[src/rtl/microc_param.sv]
// microc_param: parametrised single-cycle microcontroller datapath with register file, ALU, flags and return-address stack
module microc_param #(
  parameter int DATA_W = 8,
  parameter int NREGS = 16,
  parameter int PC_W = 10,
  parameter int STACK_DEPTH = 4,
  parameter int INSTR_W = 18
) (
  input  logic               clk,
  input  logic               reset,
  input  logic [INSTR_W-1:0] instr,
  input  logic               s_inc,
  input  logic               s_skip,
  input  logic               s_push,
  input  logic               s_pop,
  input  logic               s_inm,
  input  logic               we,
  input  logic [2:0]         ALUOp,
  output logic [PC_W-1:0]    pc_out,
  output logic [5:0]         Opcode,
  output logic               zero,
  output logic               carry,
  output logic               stack_err
);
  localparam int REG_AW = $clog2(NREGS);
  localparam int SP_W = $clog2(STACK_DEPTH + 1);
  logic [REG_AW-1:0] rd, rs1, rs2;
  logic [DATA_W-1:0] imm, a, b, res;
  logic [DATA_W:0]   sum, dif;
  logic [PC_W-1:0]   target, pc, pc1, pc2;
  logic [DATA_W-1:0] rf [NREGS];
  logic [PC_W-1:0]   stk [STACK_DEPTH];
  logic [SP_W-1:0]   sp;
  logic              empty, full, alu_c, do_pop, do_push, flag_we;
  assign rd      = instr[REG_AW-1:0];
  assign rs1     = instr[2*REG_AW-1:REG_AW];
  assign rs2     = instr[3*REG_AW-1:2*REG_AW];
  assign imm     = instr[DATA_W+REG_AW-1:REG_AW];
  assign target  = instr[PC_W-1:0];
  assign Opcode  = instr[INSTR_W-1 -: 6];
  assign pc_out  = pc;
  assign a       = rs1 == '0 ? '0 : rf[rs1];
  assign b       = rs2 == '0 ? '0 : rf[rs2];
  assign sum     = {1'b0, a} + {1'b0, b};
  assign dif     = {1'b0, a} - {1'b0, b};
  assign pc1     = pc + PC_W'(1);
  assign pc2     = pc + PC_W'(2);
  assign empty   = sp == '0;
  assign full    = sp == SP_W'(STACK_DEPTH);
  assign do_pop  = !reset && s_pop && !empty;
  assign do_push = !reset && !s_pop && s_push && !full;
  assign flag_we = we && !s_inm && rd != '0;
  assign alu_c   = ALUOp == 3'b010 ? sum[DATA_W] : ALUOp == 3'b011 ? dif[DATA_W] : 1'b0;
  always_comb begin
    case (ALUOp)
      3'b000:  res = a;
      3'b001:  res = ~a;
      3'b010:  res = sum[DATA_W-1:0];
      3'b011:  res = dif[DATA_W-1:0];
      3'b100:  res = a & b;
      3'b101:  res = a | b;
      3'b110:  res = -a;
      default: res = -b;
    endcase
  end
  always_ff @(posedge clk) begin
    if (reset)
      for (int i = 0; i < NREGS; i++) rf[i] <= '0;
    else if (we && rd != '0)
      rf[rd] <= s_inm ? imm : res;
  end
  always_ff @(posedge clk) begin
    if (reset) begin
      zero  <= 1'b0;
      carry <= 1'b0;
    end else if (flag_we) begin
      zero  <= res == '0;
      carry <= alu_c;
    end
  end
  always_ff @(posedge clk) begin
    if (reset) begin
      pc        <= '0;
      sp        <= '0;
      stack_err <= 1'b0;
    end else begin
      pc <= s_pop ? (empty ? pc1 : stk[0]) : s_push ? target : s_inc ? pc1 : s_skip ? pc2 : target;
      if (do_pop) sp <= sp - SP_W'(1);
      else if (do_push) sp <= sp + SP_W'(1);
      if ((s_pop && empty) || (!s_pop && s_push && full)) stack_err <= 1'b1;
    end
  end
  // top of stack lives in stk[0]; push shifts down, pop shifts up
  always_ff @(posedge clk) begin
    if (do_pop) begin
      for (int i = 0; i < STACK_DEPTH - 1; i++) stk[i] <= stk[i+1];
    end else if (do_push) begin
      stk[0] <= pc1;
      for (int i = 1; i < STACK_DEPTH; i++) stk[i] <= stk[i-1];
    end
  end
endmodule

[config.mk]
export PLATFORM = sky130hd
export DESIGN_NAME = microc_param
export DESIGN_NICKNAME = d
export VERILOG_FILES = /design/src/rtl/microc_param.sv
export SDC_FILE = /design/constraint.sdc
export NUM_CORES = 1
export LEC_CHECK = 0
export BUFFER_PORTS_ARGS = -buffer_cell sky130_fd_sc_hd__buf_4
export CAP_MARGIN = 15
export CORE_ASPECT_RATIO = 2
export CORE_MARGIN = 3
export CORE_UTILIZATION = 57
export DETAILED_ROUTE_END_ITERATION = 16
export GPL_ROUTABILITY_DRIVEN = 1
export MAX_ROUTING_LAYER = met4
export PLACE_DENSITY_LB_ADDON = 0.15
export SLEW_MARGIN = 20
export SYNTH_ARGS = -nofsm -noshare
export SYNTH_HDL_FRONTEND = slang
export SYNTH_SLANG_ARGS = --single-unit
export TNS_END_PERCENT = 5
[constraint.sdc]
create_clock -name clk -period 3.75 [get_ports clk]
set_input_delay 0 -clock clk [delete_from_list [all_inputs] [get_ports clk]]
set_output_delay 0 -clock clk [all_outputs]
set_load 0.02 [all_outputs]
==> metrics.md, run 1 <==
| Metric | Value |
|---|---|
| Hold Violations, Final | `0` |
| Via Count | `a little under 9k` |
| Cells after DPL | `1364` |
| Critical Path RT | `3.91 ns` |
| Max Buffers Root-to-Sink | `2` |
| PD cells | `between 400 and 500 mW/mm²` |
| Post-Route Skew | `about 0.013 ns` |
| CTS H-tree lvls | `4` |
| First-pass GRT wire length | `52700 µm` |
| Largest net degree at the start of global routing | `48` |
| IO buf count | `35` |
| Grt ovf | `0` |
| Clock-pin slew on the worst setup and hold paths | `0.07 ns` |
| Core area | `0.0195 mm²` |
| Origin of the worst setup path | `rf[3][1]$_SDFFCE_PN0P_` |
| Slew @ Worst Pin | `0.913 ns` |
| Die X | `106 µm` |
| CTS root buf | `clkbuf_16` |
| DR pass1 iterations | `6` |
| Die height | `206 µm` |
| CP arrival | `about 4.2 ns` |
| Yosys warns | `0` |
| Top cell type's share of synthesized area | `44.1%` |
| Post-route cell area | `0.0136 mm²` |
| Library cells used by synthesis | `just under 90` |
| CTS tree | `built` |
| Placed inst area | `0.0127 mm²` |
| ANT nets after route | `0` |
| Worst hold path type | `in2out` |
| Dominant synthesized flop cell | `edfxtp_1` |
| Top cells by area, synth | `edfxtp_1 44%, mux4_2 6.5%, nor2_1 5.1%, mux2i_1 4.2%, mux2_2 4.1%` |
| Critical-path top delay cell | `mux4_2` |
| Hold path startpoint | `instr[12]` |
| TritonCTS sink count | `183` |
| Number of flops mapped to enable cells by yosys | `about 170` |
| Mapped Area | `0.0114 mm²` |
| #FFs+latches synth | `about 180` |
| Final wirelength | `34700 µm` |
| CP delay by family, top | `compound AO/OA/AOI/OAI gates` |
| Pre-CTS setup slack | `-0.446 ns` |
| Worst reg2reg path startpoint | `rf[3][1]$_SDFFCE_PN0P_` |
| Inserted Clock Buffers | `17` |
| Site row count | `72` |
| Worst slew margin | `38.9%` |
| F_max | `roughly 250 MHz` |
| Syn Inst Count | `990` |
| Hpwl dp | `approximately 26000 µm` |
| Vias per cell | `around 6.3` |
| CP bufs+invs | `2` |
| # setup viols final | `79` |
| Global-route usage over all layers | `about a third` |
| Crit. End Element | `register` |
| Worst-path cell chain | `mux2_4 > mux4_2 > nand2b_4 > and2_4 > inv_2 > ha_4 > inv_2 > ha_4 > or2_4 > a221oi_4 > o21bai_1 > a21o_1 > a211o_1 > a22o_1 > o22ai_4 > o21a_4 > nor2_1` |
| Worst Path Class, Setup | `reg2reg` |
| Final cell count without fillers | `1415` |
| Placer Congestion | `0.990` |
| Clock latency on the worst-skew pair | `approximately 0.44 ns` |
| Starting Density | `58.4%` |
| Max IR drop VDD | `around 0.45 mV` |
| CP max FO | `8` |
| Flop2flop setup slack | `-0.33 ns` |
| IO Pins | `48` |
| RSZ-0062 raised after global routing | `true` |
| Area leader, netlist | `edfxtp_1` |
| Max cap viols | `0` |
| CP max stage delay | `0.55 ns` |
| Commonest cells in the netlist | `167 x edfxtp_1, 155 x nor2_1, 64 x nand2_1, 48 x mux2i_1, 41 x mux2_2` |
| Status | `finished with violations` |
| Design Power | `5.86 mW` |
| R2R cell count | `17` |
| Inserted Diodes | `0` |
| Crit share post-route | `109%` |
| Initial antenna violation count | `0` |
| Static Leak | `5.33 nW` |
| Post-route setup slack | `-0.326 ns` |
| Failing checks | `setup timing` |
| Reg2Reg Capture Point | `rf[11][6]$_SDFFCE_PN0P_` |
| Layout area overhead | `20.0%` |
| Die ar. | `about 0.022 mm²` |
| Critical path launch point type | `register` |
| Worst Hold Depth | `0` |
| Drt drc | `0` |
| Layout cell share with drive strength beyond 1 | `30.8%` |
| Layout Nets | `1202` |
| Post-synthesis sequential area ratio | `~47%` |
| Worst Hold End | `Opcode[0]` |
| Routed length per instance | `24.5 µm` |
| Vias in the first global route | `9504` |
| Initial DRC Count | `around 770` |
| Most numerous cell in the Yosys netlist | `edfxtp_1` |
| Syn Area/Cell | `11.5 µm²` |
| Final Max Tran Viols | `0` |
| Post-synth ARST share | `0%` |
| Min Clock Period, post-route | `4.08 ns` |
## repair_timing
item,4_1_cts,5_1_grt
setup endpoints to repair,92,107
resized for setup,19,10
endpoints found under the hold margin,15,0
hold buffers,11,0
pin swaps,7,1
gates cloned,1,0
setup buffers,4,3
## area by class of cell
| class | count | area [µm²] |
|---|---|---|
| fillers | 1478 | 5830 |
| clock inverters | 15 | 116 |
| clock buffers | 17 | 425 |
| multi-input cells | 706 | 5640 |
| flip-flops and latches | 183 | 5340 |
| repair buffers | 192 | 1620 |
| inverters | 43 | 164 |
| well taps | 259 | 324 |
## worst reg2reg max path, stage by stage, from the launching register on
cell and delay [ns]:
edfxtp_1 0.41, mux2_4 0.29, mux4_2 0.55, nand2b_4 0.12, and2_4 0.15, inv_2 0.04, ha_4 0.26, inv_2 0.04
ha_4 0.14, or2_4 0.24, a221oi_4 0.25, o21bai_1 0.12, a21o_1 0.18, a211o_1 0.28, a22o_1 0.24, o22ai_4 0.21
o21a_4 0.22, nor2_1 0.06
## flip-flops by register name (all words and copies together) (netlist names)
register and cells:
zero 1, sp 3, stack_err 1, pc_out 10
carry 1, stk 40, rf 127
## through the flow
step | hold WS (ns) | utilization, % | TNS (ns)
after floorplan | 0.113 | - | -1.36
after global placement | 0.000137 | 65.5 | -18.32
after detailed placement | 0.000137 | 65.5 | -19.46
after CTS | 0.000137 | 69.7 | -8.44
after global routing | 0.000115 | 70.1 | -24.34
final | 0.0000333 | 70.1 | -11.45
## metal layers
metal / part of all wire [%] / up-vias / global-route usage [%]
met4: 9.6 / 0 / 29.1
met3: 4.6 / 154 / 4.80
met1: 32 / 4371 / 31.1
li1: - / 3969 / -
met2: 54 / 404 / 60.0
met5: 0 / - / -
## logic make-up (layout without fill, tap and decap cells)
family	count (synthesis)	after routing	share of synthesized area [%]
other	1	7	0.0330
buffers and inverters	108	267	5.39
multiplexers	133	133	17.1
adder cells (fa/ha/maj)	30	30	3.37
AO/OA/AOI/OAI	166	167	10.5
flip-flops	183	183	47.0
AND/OR/NAND/NOR	338	338	14.3
XOR/XNOR	31	31	2.39
## worst max path at each step
stage               slack (ns)  depth (start not counted)                      end
floorplan                -0.13                         18  rf[15][6]$_SDFFCE_PN0P_
global placement         -0.38                         17   rf[6][6]$_SDFFCE_PN0P_
detailed placement       -0.45                         17  rf[11][6]$_SDFFCE_PN0P_
CTS                      -0.30                         17  rf[11][6]$_SDFFCE_PN0P_
global route             -0.44                         17   rf[4][6]$_SDFFCE_PN0P_
finish                   -0.33                         17  rf[11][6]$_SDFFCE_PN0P_
## report_power, final
group | leakage (nW) | switching (mW) | internal [mW] | total (mW)
Combinational | 3.26 | 0.906 | 0.761 | 1.67
Clock | 0.259 | 0.807 | 0.862 | 1.67
Sequential | 1.81 | 0.119 | 2.40 | 2.52
## cell usage in the layout (no fill, tap or decap), drive strengths merged, types with 6 or more instances in the layout
master,count
and2,6
xor2,10
ha,29
edfxtp,167
nor2,177
conb,7
nand2b,12
mux4,41
mux2,44
a222oi,7
and3,8
o211ai,8
inv,47
mux2i,48
o2bb2ai,7
nand2,67
o22ai,15
nor2b,11
xnor2,21
a221oi,6
a211oi,6
dlygate4sd3,11
dfxtp,16
o21ai,26
clkinv,8
nand4,6
clkbuf,17
a22oi,6
a21oi,41
buf,181
nand3,20
nor3,9
Power figures use the tool's default switching activity.
==> inputs of run 2 (changes only) <==
CORE_ASPECT_RATIO = 1.75   (was 2)
==> metrics.md, run 2 (same netlist as run 1, synthesis figures left out) <==
| Metric | Value |
|---|---|
| PD cells | `432 mW/mm² (was 430 mW/mm²)` |
| CP max FO | `8 (unchanged)` |
| IO buf count | `35 (unchanged)` |
| Static Leak | `5.34 nW (was 5.33 nW)` |
| Vias per cell | `6.38 (was 6.29)` |
| Drt drc | `0 (unchanged)` |
| Critical path launch point type | `register (unchanged)` |
| F_max | `237 MHz (was 245 MHz)` |
| CP max stage delay | `0.58 ns (was 0.55 ns)` |
| Routed length per instance | `24.2 µm (was 24.5 µm)` |
| Layout cell share with drive strength beyond 1 | `31.4% (was 30.8%)` |
| Reg2Reg Capture Point | `rf[15][6]$_SDFFCE_PN0P_ (was rf[11][6]$_SDFFCE_PN0P_)` |
| ANT nets after route | `0 (unchanged)` |
| Worst hold path type | `in2out (unchanged)` |
| Worst slew margin | `44.6% (was 38.9%)` |
| Crit. End Element | `register (unchanged)` |
| Max cap viols | `0 (unchanged)` |
| Placer Congestion | `0.971 (was 0.990)` |
| Die height | `193 µm (was 206 µm)` |
| Commonest non-fill, non-tap cells in the layout | `177 x buf_4, 167 x edfxtp_1, 150 x nor2_1 (was 168 x buf_4, 167 x edfxtp_1, 154 x nor2_1)` |
| Layout area overhead | `19.7% (was 20.0%)` |
| Clock latency on the worst-skew pair | `0.43 ns (was 0.44 ns)` |
| Critical-path top delay cell | `mux4_2 (unchanged)` |
| Initial DRC Count | `864 (was 772)` |
| Largest net degree at the start of global routing | `48 (unchanged)` |
| Status | `finished with violations (unchanged)` |
| Worst reg2reg path startpoint | `rf[2][1]$_SDFFCE_PN0P_ (was rf[3][1]$_SDFFCE_PN0P_)` |
| Inserted Diodes | `0 (unchanged)` |
| Failing checks | `setup timing (unchanged)` |
| Reg with most FFs | `rf (unchanged)` |
| Site row count | `67 (was 72)` |
| Crit share post-route | `112% (was 109%)` |
| Hold path startpoint | `instr[14] (was instr[12])` |
| Grt ovf | `0 (unchanged)` |
| Hpwl dp | `25300 µm (was 26100 µm)` |
| Worst Hold End | `Opcode[2] (was Opcode[0])` |
| Die ar. | `0.0217 mm² (was 0.0218 mm²)` |
| Die X | `113 µm (was 106 µm)` |
| Flop2flop setup slack | `-0.46 ns (was -0.33 ns)` |
| Critical Path RT | `3.90 ns (was 3.91 ns)` |
| CTS H-tree lvls | `4 (unchanged)` |
| Via Count | `8952 (was 8898)` |
| Layout Nets | `1209 (was 1202)` |
| CTS root buf | `clkbuf_16 (unchanged)` |
| Hold Slack | `0.0000342 ns (was 0.0000333 ns)` |
| TritonCTS sink count | `183 (unchanged)` |
| Worst Hold Depth | `0 (unchanged)` |
| Hold Violations, Final | `0 (unchanged)` |
| Pre-CTS setup slack | `-0.575 ns (was -0.446 ns)` |
| # setup viols final | `72 (was 79)` |
| Commonest non-fill, non-tap cell in the layout | `buf_4 (unchanged)` |
| DR pass1 iterations | `5 (was 6)` |
| Final wirelength | `34000 µm (was 34700 µm)` |
| Largest register FFs | `127 (unchanged)` |
| CTS tree | `built (unchanged)` |
| Initial antenna violation count | `0 (unchanged)` |
| Inserted Clock Buffers | `17 (unchanged)` |
| First-pass GRT wire length | `51500 µm (was 52700 µm)` |
| Clock-pin slew on the worst setup and hold paths | `0.08 ns (was 0.07 ns)` |
| Starting Density | `58.7% (was 58.4%)` |
| Post-route cell area | `0.0136 mm² (about the same)` |
| Min Clock Period, post-route | `4.21 ns (was 4.08 ns)` |
| CP arrival | `4.36 ns (was 4.24 ns)` |
| Global-route usage over all layers | `32.7% (was 33.8%)` |
| Post-route setup slack | `-0.465 ns (was -0.326 ns)` |
| RSZ-0062 raised after global routing | `true (unchanged)` |
| Core area | `0.0194 mm² (was 0.0195 mm²)` |
| Placed inst area | `0.0128 mm² (was 0.0127 mm²)` |
| Max IR drop VDD | `0.394 mV (was 0.449 mV)` |
| Final Max Tran Viols | `0 (unchanged)` |
| Post-Route Skew | `0.0108 ns (was 0.0126 ns)` |
| Max Buffers Root-to-Sink | `2 (unchanged)` |
| Vias in the first global route | `9240 (was 9504)` |
| R2R cell count | `18 (was 17)` |
| Worst Path Class, Setup | `reg2reg (unchanged)` |
| IO Pins | `48 (unchanged)` |
| Slew @ Worst Pin | `0.828 ns (was 0.913 ns)` |
| Worst-path cell chain | `mux2_4 > mux4_2 > nand2b_4 > and2_4 > inv_4 > ha_4 > buf_6 > inv_4 > ha_4 > or2_4 > a221oi_4 > o21bai_1 > a21o_1 > a211o_1 > a22o_1 > o22ai_4 > o21a_4 > nor2_1 (was mux2_4 > mux4_2 > nand2b_4 > and2_4 > inv_2 > ha_4 > inv_2 > ha_4 > or2_4 > a221oi_4 > o21bai_1 > a21o_1 > a211o_1 > a22o_1 > o22ai_4 > o21a_4 > nor2_1)` |
==> run 2: changes by cell type in the layout (fill, tap and decap cells not counted), moves of 3 or more <==
cell | before | now
buf_12 | 12 | 8
buf_4 | 168 | 177
buf_6 | 1 | 4
mux2_2 | 36 | 39
mux2_4 | 7 | 4
nor2_1 | 154 | 150
nor2_2 | 19 | 22
==> run 2: cell type report <==
class                   count  area, µm²
flip-flops and latches    183       5340
well taps                 241        302
clock buffers              17        425
clock inverters            15        119
multi-input cells         706       5610
repair buffers            199       1630
inverters                  43        169
fillers                  1415       5770
==> run 2: report_power, final <==
| part | internal, mW | switching, mW |
|---|---|---|
| sequential | 2.40 | 0.121 |
| combinational | 0.752 | 0.898 |
| clock | 0.868 | 0.826 |
| total | 4.02 | 1.85 |
==> run 2: what timing repair did <==
item                                    4_1_cts  5_1_grt
endpoints found under the setup margin       92      107
resized for setup                            12       19
hold buffers                                 10        0
hold endpoints to repair                     15        0
cloned                                        1        0
setup buffers                                 1        4
pin swaps                                     7        9
==> run 2: worst max-delay path, delay by kind of cell, from the launching register on <==
family                   cells  cell delay, ns
adder cells (fa/ha/maj)      2            0.39
multiplexers                 2            0.87
flip-flops                   1            0.40
AND/OR/NAND/NOR              4            0.57
AO/OA/AOI/OAI                7            1.54
buffers and inverters        3            0.16
==> run 2: metal layers <==
metal	share of wire (%)	track usage, %
met4	7.7	22.8
met1	33	33.4
met3	5.6	4.08
met2	53	57.7
met5	0	-
==> run 2: how the worst max path moves through the flow <==
| stage | endpoint | startpoint | slack (ns) | depth (start not counted) |
|---|---|---|---|---|
| 2_1_floorplan | rf[15][6]$_SDFFCE_PN0P_ | rf[2][1]$_SDFFCE_PN0P_ | -0.13 | 18 |
| 3_3_place_gp | rf[12][6]$_SDFFCE_PN0P_ | rf[2][1]$_SDFFCE_PN0P_ | -0.49 | 18 |
| 3_5_place_dp | rf[15][6]$_SDFFCE_PN0P_ | rf[2][1]$_SDFFCE_PN0P_ | -0.57 | 18 |
| 4_1_cts | rf[2][6]$_SDFFCE_PN0P_ | rf[2][1]$_SDFFCE_PN0P_ | -0.44 | 18 |
| 5_1_grt | rf[15][6]$_SDFFCE_PN0P_ | rf[2][1]$_SDFFCE_PN0P_ | -0.57 | 18 |
| 6_report | rf[15][6]$_SDFFCE_PN0P_ | rf[2][1]$_SDFFCE_PN0P_ | -0.46 | 18 |
==> run 2: through the flow <==
step	setup TNS (ns)	instances	util, %	power (mW)
after CTS	-15.33	1400	69.7	5.82
after detailed placement	-24.05	1356	66.0	4.10
final	-18.32	1404	70.2	5.87
after global placement	-19.66	1356	66.0	4.07
after floorplan	-1.36	996	-	3.49
after global routing	-27.96	1404	70.2	6.08
==> inputs of run 3 (changes only) <==
ABC_AREA = 1   (was default)
==> metrics.md, run 3 <==
| Metric | Value |
|---|---|
| Status | `finished clean (was finished with violations)` |
| Library cells used by synthesis | `45 (was 88)` |
| Layout cell share with drive strength beyond 1 | `10.0% (was 31.4%)` |
| Initial DRC Count | `1074 (was 864)` |
| Critical-path top delay cell | `edfxtp_1 (was mux4_2)` |
| Vias per cell | `5.91 (was 6.38)` |
| RSZ-0062 raised after global routing | `true (unchanged)` |
| F_max | `278 MHz (was 237 MHz)` |
| R2R cell count | `23 (was 18)` |
| Area leader, netlist | `edfxtp_1 (unchanged)` |
| CTS root buf | `clkbuf_16 (unchanged)` |
| First-pass GRT wire length | `56900 µm (was 51500 µm)` |
| Top cell type's share of synthesized area | `42.6% (was 44.1%)` |
| CTS H-tree lvls | `4 (unchanged)` |
| Inserted Diodes | `0 (unchanged)` |
| Dominant synthesized flop cell | `edfxtp_1 (unchanged)` |
| Most frequent CP cell | `nand2_1` |
| Die height | `197 µm (was 193 µm)` |
| Placer Congestion | `1.02 (was 0.971)` |
| Post-route cell area | `0.0133 mm² (was 0.0136 mm²)` |
| Crit. End Element | `register (unchanged)` |
| Commonest non-fill, non-tap cells in the layout | `481 x nand2_1, 195 x inv_1, 168 x edfxtp_1 (was 177 x buf_4, 167 x edfxtp_1, 150 x nor2_1)` |
| Worst hold path type | `in2out (unchanged)` |
| # setup viols final | `0 (was 72)` |
| TritonCTS sink count | `184 (was 183)` |
| Final Max Tran Viols | `0 (unchanged)` |
| Commonest cells in the netlist | `482 x nand2_1, 195 x inv_1, 168 x edfxtp_1, 165 x nand3_1, 154 x nor2_1 (was 167 x edfxtp_1, 155 x nor2_1, 64 x nand2_1, 48 x mux2i_1, 41 x mux2_2)` |
| Worst-path cell chain | `o211ai_1 > nand2_1 > nand2_1 > nand2_1 > inv_1 > nand2_1 > nand2_2 > inv_1 > ha_2 > inv_1 > o21ai_0 > nand3_1 > nand3_1 > xor2_1 > nand2_1 > nand4_1 > a21oi_2 > nand2_1 > nor2_1 > nand2_1 > o21ai_2 > buf_12 > nor2_1 (was mux2_4 > mux4_2 > nand2b_4 > and2_4 > inv_4 > ha_4 > buf_6 > inv_4 > ha_4 > or2_4 > a221oi_4 > o21bai_1 > a21o_1 > a211o_1 > a22o_1 > o22ai_4 > o21a_4 > nor2_1)` |
| Reg2Reg Capture Point | `rf[4][7]$_SDFFCE_PN0P_ (was rf[15][6]$_SDFFCE_PN0P_)` |
| Largest net degree at the start of global routing | `42 (was 48)` |
| Commonest non-fill, non-tap cell in the layout | `nand2_1 (was buf_4)` |
| Final Core Density | `65.1% (was 70.2%)` |
| Fill cells | `1780 (was 1415)` |
| Global-route usage over all layers | `34.7% (was 32.7%)` |
| Max Buffers Root-to-Sink | `2 (unchanged)` |
| PD cells | `423 mW/mm² (was 432 mW/mm²)` |
| Mapped Area | `0.0118 mm² (was 0.0114 mm²)` |
| Hold path startpoint | `instr[17] (was instr[14])` |
| Critical Path RT | `3.94 ns (was 3.90 ns)` |
| Fin Setup TNS | `0 ns (was -18.32 ns)` |
| CP max FO | `15 (was 8)` |
| CTS tree | `built (unchanged)` |
| Drt drc | `0 (unchanged)` |
| Post-Route Skew | `0.0131 ns (was 0.0108 ns)` |
| Max cap viols | `0 (unchanged)` |
| Placed inst area | `0.0125 mm² (was 0.0128 mm²)` |
| CP max stage delay | `0.42 ns (was 0.58 ns)` |
| Top cells by area, synth | `edfxtp_1 43%, nand2_1 15%, nand3_1 7.0%, inv_1 6.2%, nor2_1 4.9% (was edfxtp_1 44%, mux4_2 6.5%, nor2_1 5.1%, mux2i_1 4.2%, mux2_2 4.1%)` |
| Clock latency on the worst-skew pair | `0.45 ns (was 0.43 ns)` |
| Flop2flop setup slack | `0.15 ns (was -0.46 ns)` |
| Clock-pin slew on the worst setup and hold paths | `0.07 ns (was 0.08 ns)` |
| Worst slew margin | `38.0% (was 44.6%)` |
| Static Leak | `6.06 nW (was 5.34 nW)` |
| Routed length per instance | `20.2 µm (was 24.2 µm)` |
| Site row count | `69 (was 67)` |
| Slew @ Worst Pin | `0.929 ns (was 0.828 ns)` |
| Worst reg2reg path startpoint | `rf[0][4]$_SDFFCE_PN0P_ (was rf[2][1]$_SDFFCE_PN0P_)` |
| Syn Inst Count | `1569 (was 990)` |
| Final cell count without fillers | `1875 (was 1404)` |
| Yosys warns | `0 (unchanged)` |
| Layout area overhead | `12.0% (was 19.7%)` |
| Worst Path Class, Setup | `reg2reg (unchanged)` |
| Core area | `0.0204 mm² (was 0.0194 mm²)` |
| Most numerous cell in the Yosys netlist | `nand2_1 (was edfxtp_1)` |
| WP depth | `23 (was 18)` |
| Vias in the first global route | `10.7k (was 9240)` |
| Min Clock Period, post-route | `3.60 ns (was 4.21 ns)` |
| #FFs+latches synth | `184 (was 183)` |
| Largest register FFs | `128 (was 127)` |
| Die X | `115 µm (was 113 µm)` |
| CP arrival | `3.79 ns (was 4.36 ns)` |
| Number of flops mapped to enable cells by yosys | `168 (was 167)` |
| Die ar. | `0.0226 mm² (was 0.0217 mm²)` |
| Grt ovf | `0 (unchanged)` |
| Critical path launch point type | `register (unchanged)` |
| DR pass1 iterations | `7 (was 5)` |
| CP delay by family, top | `simple AND/OR/NAND/NOR gates (was compound AO/OA/AOI/OAI gates)` |
| Worst Hold Depth | `0 (unchanged)` |
| Hold Violations, Final | `0 (unchanged)` |
| ANT nets after route | `0 (unchanged)` |
| Layout Nets | `1673 (was 1209)` |
| Inserted Clock Buffers | `17 (unchanged)` |
| Cells after DPL | `1836 (was 1356)` |
| CP bufs+invs | `4 (was 3)` |
| Reg with most FFs | `rf (unchanged)` |
| Max IR drop VDD | `0.399 mV (was 0.394 mV)` |
| Worst Hold End | `Opcode[5] (was Opcode[2])` |
| Via Count | `11.1k (was 8952)` |
| Final wirelength | `37800 µm (was 34000 µm)` |
| Post-synthesis sequential area ratio | `45.3% (was 47.0%)` |
| IO buf count | `35 (unchanged)` |
| Hpwl dp | `28100 µm (was 25300 µm)` |
| IO Pins | `48 (unchanged)` |
| Starting Density | `58.1% (was 58.7%)` |
| Crit share post-route | `95.9% (was 112%)` |
| Post-synth ARST share | `0% (unchanged)` |
| Syn Area/Cell | `7.55 µm² (was 11.5 µm²)` |
| Initial antenna violation count | `0 (unchanged)` |
## run 3: cell count changes in the layout (fill, tap and decap cells not counted), moves of 11 or more
| cell | delta |
|---|---|
| mux2i_1 | -48 |
| buf_4 | -103 |
| nor2b_1 | -11 |
| xnor2_1 | -20 |
| inv_1 | +160 |
| a21oi_1 | +44 |
| nand2_1 | +417 |
| nand3_1 | +145 |
| o21ai_0 | +53 |
| o211ai_1 | +24 |
| mux2_2 | -39 |
| nand2b_1 | -11 |
| mux4_2 | -33 |
## run 3: how the worst max path moves through the flow
stage / from / to / slack, ns
6_report: rf[0][4]$_SDFFCE_PN0P_ / rf[4][7]$_SDFFCE_PN0P_ / 0.15
5_1_grt: rf[3][1]$_SDFFCE_PN0P_ / rf[7][2]$_SDFFCE_PN0P_ / -0.006
4_1_cts: rf[3][1]$_SDFFCE_PN0P_ / rf[14][2]$_SDFFCE_PN0P_ / 0.13
3_5_place_dp: instr[8] / rf[12][2]$_SDFFCE_PN0P_ / 0.11
3_3_place_gp: instr[10] / rf[13][2]$_SDFFCE_PN0P_ / 0.14
2_1_floorplan: rf[5][1]$_SDFFCE_PN0P_ / rf[15][6]$_SDFFCE_PN0P_ / 0.72
## run 3: kinds of logic after synthesis
group,Yosys count,share of synthesized area (%)
buffers and inverters,279,10.4
xor gates and xnor gates,11,0.814
DFF,184,45.3
and+or+nand+nor,840,29.2
other,1,0.0317
adders and majority gates,30,3.23
AOI/OAI and AO/OA,224,10.9
## run 3: worst reg2reg max path: stages (launching register included)
cell and delay [ns]:
edfxtp_1 0.42, o211ai_1 0.19, nand2_1 0.10, nand2_1 0.15, nand2_1 0.07, inv_1 0.09
nand2_1 0.09, nand2_2 0.10, inv_1 0.07, ha_2 0.37, inv_1 0.10, o21ai_0 0.26
nand3_1 0.11, nand3_1 0.10, xor2_1 0.07, nand2_1 0.06, nand4_1 0.19, a21oi_2 0.18
nand2_1 0.06, nor2_1 0.12, nand2_1 0.08, o21ai_2 0.10, buf_12 0.21, nor2_1 0.06
## run 3: what timing repair did
item	in CTS	in global routing
endpoints found under the hold margin	19	0
endpoints found under the setup margin	0	60
hold buffers	7	0
gates resized for setup	0	10
buffers inserted	0	0
## run 3: cell type report
| class | count | area (µm²) | area share (%) |
|---|---|---|---|
| Sequential cell | 184 | 5370 | 40.5 |
| Timing Repair Buffer | 94 | 877 | 6.62 |
| Inverter | 204 | 766 | 5.78 |
| Multi-Input combinational cell | 1113 | 5310 | 40.0 |
| Tap cell | 248 | 310 | 2.34 |
| Clock inverter | 14 | 195 | 1.47 |
| Clock buffer | 18 | 439 | 3.31 |
## run 3: through the flow
step | hold WS (ns) | power, mW | setup WS [ns]
after floorplan | 0.0785 | 3.23 | 0.721
after global placement | 0.000137 | 3.66 | 0.138
after detailed placement | 0.000137 | 3.68 | 0.105
after CTS | 0.000137 | 5.57 | 0.128
after global routing | 0.000121 | 5.81 | -0.00560
final | 0.0000287 | 5.60 | 0.152
## run 3: routing by layer
layer | wire [µm] | global-route usage [%] | part of all wire, %
met2 | 19600 | 59.0 | 52
met4 | 3770 | 30.2 | 10
met5 | 0 | - | 0
met1 | 12100 | 33.6 | 32
met3 | 2380 | 4.64 | 6.3
## run 3: power by group
| part | switching [mW] | leakage (nW) | internal [mW] | total (mW) |
|---|---|---|---|---|
| clock network | 0.864 | 0.312 | 1.04 | 1.91 |
| logic | 0.871 | 3.90 | 0.414 | 1.29 |
| registers | 0.0606 | 1.84 | 2.35 | 2.41 |
